==> src/rtl/dmem_arbiter.sv <==
// Two-master round-robin arbiter and three-stage sequencer (accept / access /
// response) in front of a single-port word data memory. m0 can hold the
// memory across several transactions with m0_lock. Every accepted address is
// checked for alignment, range and the MMIO hole.
module dmem_arbiter #(
  parameter int AW       = 32,
  parameter int DW       = 32,
  parameter int MMIO_BIT = 8,
  parameter int TOP_BIT  = 9
) (
  input  logic          clk,
  input  logic          reset,
  input  logic          m0_req,
  input  logic          m0_we,
  input  logic [AW-1:0] m0_addr,
  input  logic [DW-1:0] m0_wdata,
  input  logic          m0_lock,
  output logic          m0_gnt,
  output logic          m0_rvalid,
  output logic [DW-1:0] m0_rdata,
  output logic          m0_err,
  input  logic          m1_req,
  input  logic          m1_we,
  input  logic [AW-1:0] m1_addr,
  input  logic [DW-1:0] m1_wdata,
  output logic          m1_gnt,
  output logic          m1_rvalid,
  output logic [DW-1:0] m1_rdata,
  output logic          m1_err,
  output logic          mem_we,
  output logic [AW-1:0] mem_a,
  output logic [DW-1:0] mem_wd,
  input  logic [DW-1:0] mem_rd
);

  // An access is illegal when misaligned or when any bit at or above TOP_BIT is set.
  function automatic logic addr_err(input logic [AW-1:0] addr);
    addr_err = (|addr[1:0]) | (|addr[AW-1:TOP_BIT]);
  endfunction

  // Round-robin pointer: 1 means m1 was granted last, so m0 wins the next tie.
  logic          r_last_m1;

  // Stage S (memory access)
  logic          r_s_v;
  logic          r_s_we;
  logic [AW-1:0] r_s_addr;
  logic [DW-1:0] r_s_wdata;
  logic          r_s_id;
  logic          r_s_err;

  // Stage R (response)
  logic          r_r_v;
  logic          r_r_id;
  logic          r_r_err;
  logic [DW-1:0] r_r_rdata;

  // Stage A combinational results
  logic          w_lock_hold;
  logic          w_gnt0;
  logic          w_gnt1;
  logic          w_acc_v;
  logic          w_acc_id;
  logic          w_acc_we;
  logic [AW-1:0] w_acc_addr;
  logic [DW-1:0] w_acc_wdata;
  logic          w_acc_err;
  logic          w_rd_ok;

  // The lock only binds while m0 owns the last grant; it ends as soon as m0_lock falls.
  assign w_lock_hold = ~r_last_m1 & m0_lock;

  // Arbitration: lock first, then round-robin on a tie, else the single requester.
  always_comb begin
    w_gnt0 = 1'b0;
    w_gnt1 = 1'b0;
    if (reset) begin
      w_gnt0 = 1'b0;
      w_gnt1 = 1'b0;
    end else if (w_lock_hold) begin
      w_gnt0 = m0_req;
      w_gnt1 = 1'b0;
    end else if (m0_req && m1_req) begin
      w_gnt0 = r_last_m1;
      w_gnt1 = ~r_last_m1;
    end else begin
      w_gnt0 = m0_req;
      w_gnt1 = m1_req;
    end
  end

  // Select the granted master's transaction fields; zero them when nobody is accepted.
  always_comb begin
    w_acc_v     = w_gnt0 | w_gnt1;
    w_acc_id    = 1'b0;
    w_acc_we    = 1'b0;
    w_acc_addr  = {AW{1'b0}};
    w_acc_wdata = {DW{1'b0}};
    if (w_gnt1) begin
      w_acc_id    = 1'b1;
      w_acc_we    = m1_we;
      w_acc_addr  = m1_addr;
      w_acc_wdata = m1_wdata;
    end else if (w_gnt0) begin
      w_acc_id    = 1'b0;
      w_acc_we    = m0_we;
      w_acc_addr  = m0_addr;
      w_acc_wdata = m0_wdata;
    end else begin
      w_acc_id    = 1'b0;
      w_acc_we    = 1'b0;
      w_acc_addr  = {AW{1'b0}};
      w_acc_wdata = {DW{1'b0}};
    end
    w_acc_err = w_acc_v & addr_err(w_acc_addr);
  end

  // Track the last grantee; idle cycles leave the pointer unchanged.
  always_ff @(posedge clk or posedge reset) begin
    if (reset) begin
      r_last_m1 <= 1'b1;
    end else if (w_gnt0) begin
      r_last_m1 <= 1'b0;
    end else if (w_gnt1) begin
      r_last_m1 <= 1'b1;
    end else begin
      r_last_m1 <= r_last_m1;
    end
  end

  // Stage S register: captures the accepted transaction for the memory access cycle.
  always_ff @(posedge clk or posedge reset) begin
    if (reset) begin
      r_s_v     <= 1'b0;
      r_s_we    <= 1'b0;
      r_s_addr  <= {AW{1'b0}};
      r_s_wdata <= {DW{1'b0}};
      r_s_id    <= 1'b0;
      r_s_err   <= 1'b0;
    end else begin
      r_s_v     <= w_acc_v;
      r_s_we    <= w_acc_we;
      r_s_addr  <= w_acc_addr;
      r_s_wdata <= w_acc_wdata;
      r_s_id    <= w_acc_id;
      r_s_err   <= w_acc_err;
    end
  end

  // Memory is driven straight from stage S; erroneous and MMIO writes never reach it.
  assign mem_we  = r_s_v & r_s_we & ~r_s_err & ~r_s_addr[MMIO_BIT];
  assign mem_a   = r_s_v ? r_s_addr  : {AW{1'b0}};
  assign mem_wd  = r_s_v ? r_s_wdata : {DW{1'b0}};
  assign w_rd_ok = r_s_v & ~r_s_we & ~r_s_err & ~r_s_addr[MMIO_BIT];

  // Stage R register: read data only for clean memory reads, zero for writes/errors/MMIO.
  always_ff @(posedge clk or posedge reset) begin
    if (reset) begin
      r_r_v     <= 1'b0;
      r_r_id    <= 1'b0;
      r_r_err   <= 1'b0;
      r_r_rdata <= {DW{1'b0}};
    end else begin
      r_r_v     <= r_s_v;
      r_r_id    <= r_s_id;
      r_r_err   <= r_s_v & r_s_err;
      r_r_rdata <= w_rd_ok ? mem_rd : {DW{1'b0}};
    end
  end

  // Grants are combinational; responses are steered to the owning master only.
  assign m0_gnt    = w_gnt0;
  assign m1_gnt    = w_gnt1;
  assign m0_rvalid = r_r_v & ~r_r_id;
  assign m1_rvalid = r_r_v & r_r_id;
  assign m0_rdata  = m0_rvalid ? r_r_rdata : {DW{1'b0}};
  assign m1_rdata  = m1_rvalid ? r_r_rdata : {DW{1'b0}};
  assign m0_err    = m0_rvalid & r_r_err;
  assign m1_err    = m1_rvalid & r_r_err;

endmodule

==> config.mk <==
export PLATFORM = sky130hd
export DESIGN_NAME = dmem_arbiter
export DESIGN_NICKNAME = d
export VERILOG_FILES = /design/src/rtl/dmem_arbiter.sv
export SDC_FILE = /design/constraint.sdc
export NUM_CORES = 1
export LEC_CHECK = 0
export BUFFER_PORTS_ARGS = -buffer_cell sky130_fd_sc_hd__buf_2
export CORE_AREA = 2 2 117 119
export CTS_BUF_LIST = sky130_fd_sc_hd__clkbuf_16
export CTS_CLUSTER_DIAMETER = 30
export CTS_CLUSTER_SIZE = 10
export DETAILED_ROUTE_END_ITERATION = 6
export DIE_AREA = 0 0 119 121
export PLACE_DENSITY = 0.76
export SLEW_MARGIN = 20
export SYNTH_ARGS = -nofsm -noshare
export SYNTH_HDL_FRONTEND = slang
export SYNTH_SLANG_ARGS = --single-unit
==> constraint.sdc <==
create_clock -name clk -period 9.76 [get_ports clk]
set_clock_uncertainty 0.2 [all_clocks]
set_input_delay 0.976 -clock clk [delete_from_list [all_inputs] [get_ports clk]]
set_output_delay 0.976 -clock clk [all_outputs]
set_load 0.05 [all_outputs]
# Yosys cells after proc, flatten, opt, wreduce, memory -nomap -nowiden
# Cells that the tools add are included.
# op_classes
n_mul	0
bitwise_logic	20
n_eq_ne	0
shift	0
muxes	20
n_addsub	0
div_mod_pow	0
n_reduce_logical	4
order_cmp	0
# ops
op	count
32-bit 2-to-1 mux	9
23-bit OR reduction	1
1-bit bitwise AND	13
1-bit 2-to-1 mux	11
1-bit NOT	5
1-bit OR	2
2-bit nonzero test	1
2-bit OR reduction	1
1-bit logical AND	1
# word_totals
out_inout_bits	135
word_cells	55
romBits	0
input_bits	167
latch_bits	0
ramBits	0
reg_bits	104
memories	0

# Longest topological paths before layout
# Gate-level depths: netlist of the first run.
# depth
ltp_word	9
mapped_depth	6
ltp_nobuf	4

# Worst setup path after synthesis of the first run
# OpenSTA, ideal clock, no wires.
# synth_path
path_kind	in2out
start	input reset
end	output m0_gnt
path_buffers	2
cell_stages	4
required_time_ns	8.584
t_arrival_ns	4.380
setup_slack_ns	4.204
path_cell_list	inv_1 o311a_1 clkbuf_1 clkbuf_1
# synth_via
elab_chain_cells	1
# synth_lines
item	line_no	rtl
start, declared	12	input logic reset,
1-bit 2-to-1 mux	77	if (reset) begin
end, declared	18	output logic m0_gnt,
# No other way between the ends.

# Worst setup path in the final report of the first run
# layout_path
start	input m0_lock
end	output m1_gnt
# layout_via
elab_chain_cells	3
# layout_lines
item	line_no	rtl
start, declared	17	input logic m0_lock,
1-bit bitwise AND	71	assign w_lock_hold = ~r_last_m1 & m0_lock;
1-bit 2-to-1 mux	80	end else if (w_lock_hold) begin
1-bit 2-to-1 mux	77	
end, declared	26	output logic m1_gnt,
# No other way between the ends.

==> run summary, run 1 <==
Outcome
* **run status** finished, final reports clean

Floorplanning
* **Core Footprint** 0.01309 sq mm
* **number of core rows** 42
* **initial cell density of the core** 0.3481
* **horizontal extent of the die** 119 um
* **vertical die dimension** 121 um
* **num ports** 302
* **die outline area** 0.01440 sq mm

Timing
* **fraction of the cycle the final worst path needs** 0.4322
* **number of slew-limit violations in the final report** 0
* **relative slew slack** 0.4111
* **RSZ-0062 raised after global routing** no
* **slew at the pin closest to its max-slew limit** 883.4 ps
* **Final setup viols** 0
* **FMAX** 237.1 MHz
* **time the worst path needs with I/O delays and setup** 4218 ps
* **Setup Total Neg Slack** 0 ps
* **count of final hold-check violations** 0

Routing
* **drt drc** 0
* **post-detailed-route count of antenna-violating nets** 0
* **number of DRC markers in iteration 0** 155
* **first drt pass iteration count** 5
* **via-per-instance ratio** 4.779
* **routed wirelength normalized by instance count** 15.26 um
* **routed vias** 4124
* **WL final** 13.17 mm

Clock network
* **clock tree from TritonCTS** yes
* **total clock sinks** 104
* **Post-CTS Hold Fix Bufs** 0
* **cell at the root of the clock tree** sky130_fd_sc_hd__clkbuf_16
* **Clock transition at path regs** 60 ps
* **Max H-tree Level** 3
* **cells resized by post-CTS repair** 0
* **Post-CTS Setup Repair Bufs** 0
* **maximum root-to-sink buffer count** 2
* **source-to-sink clock delay at the later pin of the worst-skew pair** 340 ps
* **number of buffers created by CTS** 9

Synth
* **mux contribution to synthesized area** 0
* **adder-cell area share of the yosys netlist** 0
* **mean instance size in the synthesized netlist** 11.41 sq um
* **post-synth design cell area** 0.004554 sq mm
* **post-synth net total** 566
* **simple-gate share of the synthesized area** 0.2577
* **synthesized-area fraction occupied by ao, oa, aoi and oai cells** 0.1379
* **dominant combinational cell family by area after synthesis** simple AND/OR/NAND/NOR gates
* **YS warnings** 0
* **xor and xnor fraction of the mapped netlist area** 0
* **number of flip-flops and latches in the synthesized netlist** 104
* **sequential fraction of the synthesis area** 0.5717
* **synthesized netlist cell count** 399
* **Yosys cell types** 24

Critical path
* **Slowest cell on crit path** sky130_fd_sc_hd__a2111oi_4
* **combined buffer and inverter count along the critical path** 3
* **Worst Setup SP** m0_lock
* **Stages on worst setup path** 5
* **kind of cell adding the most delay to the critical path** buffers and inverters
* **endpoint class of the critical path** output pin
* **cell occurring most often along the worst timing path** sky130_fd_sc_hd__buf_2
* **sort of element at the start of the critical path** input port
* **class of the most critical setup path** in2out
* **peak fanout along the critical path** 58
* **Worst EP required** 8580 ps
* **CP Cell Sequence** buf_2 -> nor2b_1 -> a2111oi_4 -> buf_4 -> buf_2
* **register-to-register path setup slack** 6990 ps
* **delay of the slowest cell on the worst path** 790 ps
* **endpoint of the worst register-to-register path** r_s_err$_DFF_PP0_
* **worst r2r path cells** 5
* **worst setup path endpoint** m1_gnt
* **Worst EP arrival** 3040 ps
* **start of the worst register-to-register path** r_last_m1$_DFFE_PP1P_

Power
* **switching power share of the total** 0.2968
* **internal power consumption** 0.6990 mW
* **portion of total power attributed to combinational logic** 0.193
* **part of the power in the clock network** 0.319
* **total power after layout** 0.9940 mW
* **total net switching power** 0.2950 mW
* **maximum ir drop on the vdd rail** 77.82 uV
* **leakage component of the power** 3.813 nW
* **Reg power frac** 0.488
* **power per standard cell area** 154.2 mW/mm^2

Job
* **maxcap violations** 0

Global route
* **maximum number of pins on one net before global-route repair** 69
* **global-route wire length before repair** 20.31 mm
* **antenna violations before repair** 0
* **GR Overflow Total** 0
* **vias in the first global route** 4032
* **total routing usage reported by global routing** 0.1832

Finish
* **cell area after layout** 0.006446 sq mm
* **combined area of the multi-input logic cells** 0.001809 sq mm
* **number of cells in the finished layout apart from fillers** 863
* **commonest cells after routing, fill and taps aside** sky130_fd_sc_hd__buf_2, sky130_fd_sc_hd__and2_1, sky130_fd_sc_hd__dfrtp_1
* **layout cells sized above 1** 0.4716
* **most common cell after layout, fill and taps aside** sky130_fd_sc_hd__buf_2
* **storage element area** 0.002605 sq mm
* **Antenna Diode Count** 0
* **fillcell total** 1248
* **area added between synthesis and finish** 41.54%
* **Final Net Count** 849

Placed design
* **number of placed instances, taps included** 847
* **Placed Instance Area** 0.006192 sq mm
* **IO buf count** 301
* **placed wire-length estimate** 10.03 mm
* **Placer Congestion** 0.9384

Worst hold path
* **type of the worst min-delay path** reg2reg

-- worst min-delay path by stage --
stage	from	endpoint	slack (ps)	cells past startpoint
3_5_place_dp	r_s_id$_DFF_PP0_	r_r_id$_DFF_PP0_	140	0
6_report	r_s_id$_DFF_PP0_	r_r_id$_DFF_PP0_	150	0
5_1_grt	r_s_id$_DFF_PP0_	r_r_id$_DFF_PP0_	150	0
4_1_cts	r_s_id$_DFF_PP0_	r_r_id$_DFF_PP0_	150	0
2_1_floorplan	r_s_id$_DFF_PP0_	r_r_id$_DFF_PP0_	130	0
3_3_place_gp	r_s_id$_DFF_PP0_	r_r_id$_DFF_PP0_	130	0
-- per-layer routing --
metal | track usage | part of all wire | vias up
li1 | - | - | 1945
met1 | 0.2107 | 0.38 | 1937
met2 | 0.3218 | 0.51 | 223
met3 | 0.04793 | 0.085 | 19
met4 | 0.07961 | 0.020 | 0
met5 | 0 | 0 | -
-- cell type report --
type,instances,share of cell area
Clock buffer,9,0.03494
Clock inverter,7,0.004464
Inverter,3,0.002135
Multi-Input combinational cell,258,0.2807
Sequential cell,104,0.4041
Tap cell,176,0.03416
Timing Repair Buffer,306,0.2395
-- registers in the layout, indices dropped and copies added (netlist names) --
signal     flops
r_r_id         1
r_s_id         1
r_last_m1      1
r_r_err        1
r_r_rdata     32
r_s_addr      32
r_s_v          1
r_s_err        1
r_s_we         1
r_s_wdata     32
r_r_v          1
-- power groups by stage --
stage               logic [mW]  registers (mW)  clock network, mW
finish                   0.192           0.485              0.317
global route             0.207           0.490              0.344
CTS                      0.194           0.485              0.327
detailed placement       0.193           0.494                  0
global placement         0.192           0.492                  0
floorplan                0.135           0.478                  0
-- cells in the mapped netlist (all sizes together) --
master	count	area, sq um
nor3	2	10.01
and3	33	206.5
and2	131	819.5
or2	1	6.260
nor4b	1	8.760
nand3	1	5.000
nor4bb	1	10.01
clkbuf	25	93.84
nor4	7	43.79
or4	4	30.03
o2111a	1	11.26
a2111oi	1	27.53
o21ai	2	10.00
nand4	1	6.260
nor2b	2	12.51
inv	3	11.26
nor2	4	15.01
buf	9	43.79
a22o	65	569.3
dfrtp	103	2577
dfstp	1	26.28
o311a	1	10.01
-- cells by family after synthesis --
family,count (synthesis)
AOI/OAI and AO/OA,70
and+or+nand+nor,188
buffers and inverters,37
DFF,104
-- through the flow --
stage	setup slack [ps]	hold slack, ps	utilization
finish	5542	146.0	0.4926
CTS	5578	150.0	0.4926
detailed placement	5574	135.8	0.4732
floorplan	4204	131.2	-
global route	5382	150.9	0.4926
global placement	5626	131.3	0.4732
Power figures use the tool's default switching activity.
==> inputs of run 2 (changes only) <==
Settings changed: CORE_AREA 2 2 117 119 to 2 2 116 118, DIE_AREA 0 0 119 121 to 0 0 118 120, PLACE_DENSITY 0.76 to 0.8.
Clock period 9.76 ns to 3.7 ns, I/O delays scaled along.
==> run 2 against run 1 <==
Net effect: global-route usage decreased by 0.44 points; first-iteration DRC count down 12%; hold slack got worse by 110 ps; register-to-register slack lost 5500 ps; combinational power increased to 2.6 times the previous value; die area is 1.7% lower; design area rose by 0.64%; largest power group unchanged.
==> run summary, run 2 (synthesis gave the netlist of run 1 again) <==
Timing
* **fraction of the cycle the final worst path needs** 0.7139
* **count of final hold-check violations** 0, unchanged
* **Setup Total Neg Slack** 0 ps, unchanged
* **time the worst path needs with I/O delays and setup** 2641 ps
* **slew at the pin closest to its max-slew limit** 889.6 ps, +6.280 ps
* **relative slew slack** 0.4069, -0.004187
* **Final setup viols** 0, unchanged
* **FMAX** 378.6 MHz
* **number of slew-limit violations in the final report** 0, unchanged
* **RSZ-0062 raised after global routing** no

Routing
* **routed wirelength normalized by instance count** 14.68 um, -3.8%
* **routed vias** 4055, -1.7%
* **first drt pass iteration count** 4, -1
* **post-detailed-route count of antenna-violating nets** 0, unchanged
* **drt drc** 0, unchanged
* **WL final** 12.70 mm, -3.5%
* **number of DRC markers in iteration 0** 137, -12%
* **via-per-instance ratio** 4.688, -1.9%

Global route
* **global-route wire length before repair** 19.82 mm, -2.4%
* **maximum number of pins on one net before global-route repair** 72, +4.3%
* **vias in the first global route** 3862, -4.2%
* **total routing usage reported by global routing** 0.1787, -0.004432
* **antenna violations before repair** 1, +1
* **GR Overflow Total** 0, unchanged

Clock network
* **cells resized by post-CTS repair** 0, unchanged
* **Max H-tree Level** 3, unchanged
* **number of buffers created by CTS** 9, unchanged
* **maximum root-to-sink buffer count** 2, unchanged
* **total clock sinks** 104, unchanged
* **Post-CTS Hold Fix Bufs** 0, unchanged
* **clock tree from TritonCTS** yes
* **Clock transition at path regs** 70 ps, about the same
* **source-to-sink clock delay at the later pin of the worst-skew pair** 330 ps, about the same
* **cell at the root of the clock tree** sky130_fd_sc_hd__clkbuf_16
* **Post-CTS Setup Repair Bufs** 0, unchanged

Placed design
* **placed wire-length estimate** 9.818 mm, -2.1%
* **IO buf count** 301, unchanged
* **Placer Congestion** 0.8815, -6.1%

Finish
* **area added between synthesis and finish** 42.45%
* **final core utilization** 0.4998, +0.007170
* **Final Net Count** 850, +0.12%
* **layout cells sized above 1** 0.4782, +0.006582
* **fillcell total** 1208, -3.2%
* **Largest regs** r_r_rdata: 32 flops, r_s_addr: 32 flops, r_s_wdata: 32 flops
* **most common cell after layout, fill and taps aside** sky130_fd_sc_hd__buf_2
* **commonest cells after routing, fill and taps aside** sky130_fd_sc_hd__buf_2, sky130_fd_sc_hd__and2_1, sky130_fd_sc_hd__dfrtp_1

Critical path
* **Worst EP required** 3130 ps, -5450 ps
* **Slowest cell on crit path** sky130_fd_sc_hd__dfstp_2
* **peak fanout along the critical path** 71, +22%
* **CP Cell Sequence** nor2b_1 -> a2111oi_4 -> buf_12 -> buf_2
* **delay of the slowest cell on the worst path** 580 ps, -210 ps
* **endpoint class of the critical path** output pin
* **sort of element at the start of the critical path** register
* **Worst EP arrival** 2070 ps, -970 ps
* **class of the most critical setup path** reg2out

Power
* **switching power share of the total** 0.2993, +0.002538
* **part of the power in the clock network** 0.327, +0.008
* **portion of total power attributed to combinational logic** 0.191, -0.002
* **power per standard cell area** 409.2 mW/mm^2, +170%
* **leakage component of the power** 3.824 nW, +0.28%
* **internal power consumption** 1.860 mW, +170%
* **total net switching power** 0.7946 mW, +170%
* **Reg power frac** 0.482, -0.006
* **maximum ir drop on the vdd rail** 201.1 uV, +160%

Floorplanning
* **initial cell density of the core** 0.3509, +0.002818
* **horizontal extent of the die** 118 um, -0.84%
* **Core Footprint** 0.01298 sq mm, -0.80%
* **num ports** 302, unchanged
* **vertical die dimension** 120 um, -0.83%
* **number of core rows** 42, unchanged
* **die outline area** 0.01416 sq mm, -1.7%

Worst hold path
* **type of the worst min-delay path** in2async

Job
* **maxcap violations** 0, unchanged

Outcome
* **run status** finished, final reports clean

run 2: layout make-up:
class | instances | area [sq um] | area share
Clock buffer | 9 | 225.2 | 0.03472
Timing Repair Buffer | 307 | 1564 | 0.2411
Multi-Input combinational cell | 258 | 1809 | 0.2789
Sequential cell | 104 | 2605 | 0.4015
Inverter | 3 | 15.01 | 0.002314
Antenna cell | 1 | 2.502 | 0.0003857
Clock inverter | 7 | 46.29 | 0.007136
Tap cell | 176 | 220.2 | 0.03394
run 2: worst paths after layout:
check	depth (start not counted)	endpoint	from	slack [ps]
worst min register to register	0	r_r_id$_DFF_PP0_	r_s_id$_DFF_PP0_	160
max in group asynchronous	4	r_s_v$_DFF_PP0_	reset	2010
worst max-delay path	4	m1_gnt	r_last_m1$_DFFE_PP1P_	1060
min in group clk	2	r_r_rdata[5]$_DFF_PP0_	mem_rd[5]	40
worst min-delay path	3	r_s_wdata[19]$_DFF_PP0_	reset	40
worst max register to register	3	r_s_addr[1]$_DFF_PP0_	r_last_m1$_DFFE_PP1P_	1500
run 2: worst max-delay path, delay by kind of cell, from the launching register on:
kind | cells | cell delay [ps]
buf+inv | 2 | 650
flops | 1 | 580
compound gates | 1 | 380
simple gates | 1 | 80
run 2: power groups by stage:
stage | Sequential [mW] | Combinational [mW] | Clock (mW)
after global routing | 1.29 | 0.545 | 0.946
after CTS | 1.28 | 0.512 | 0.903
after global placement | 1.30 | 0.506 | 0
after detailed placement | 1.30 | 0.511 | 0
after floorplan | 1.26 | 0.357 | 0
final | 1.28 | 0.507 | 0.869
run 2: metrics by stage:
step / total power [mW] / instances / cell area [sq um] / setup slack (ps) / hold WS [ps]
global placement: 1.805 / 848 / 6213 / 1463 / 146.2
CTS: 2.695 / 864 / 6485 / 1057 / 17.41
floorplan: 1.619 / 399 / 4558 / 346.7 / 131.2
finish: 2.655 / 865 / 6487 / 1059 / 36.37
global route: 2.786 / 864 / 6485 / 855.6 / 19.46
detailed placement: 1.814 / 848 / 6213 / 1436 / 148.4
run 2: metal layers:
layer,track usage,part of all wire
met3,0.05656,0.083
met5,0,0
met4,0.06702,0.021
met2,0.3125,0.51
met1,0.2052,0.38
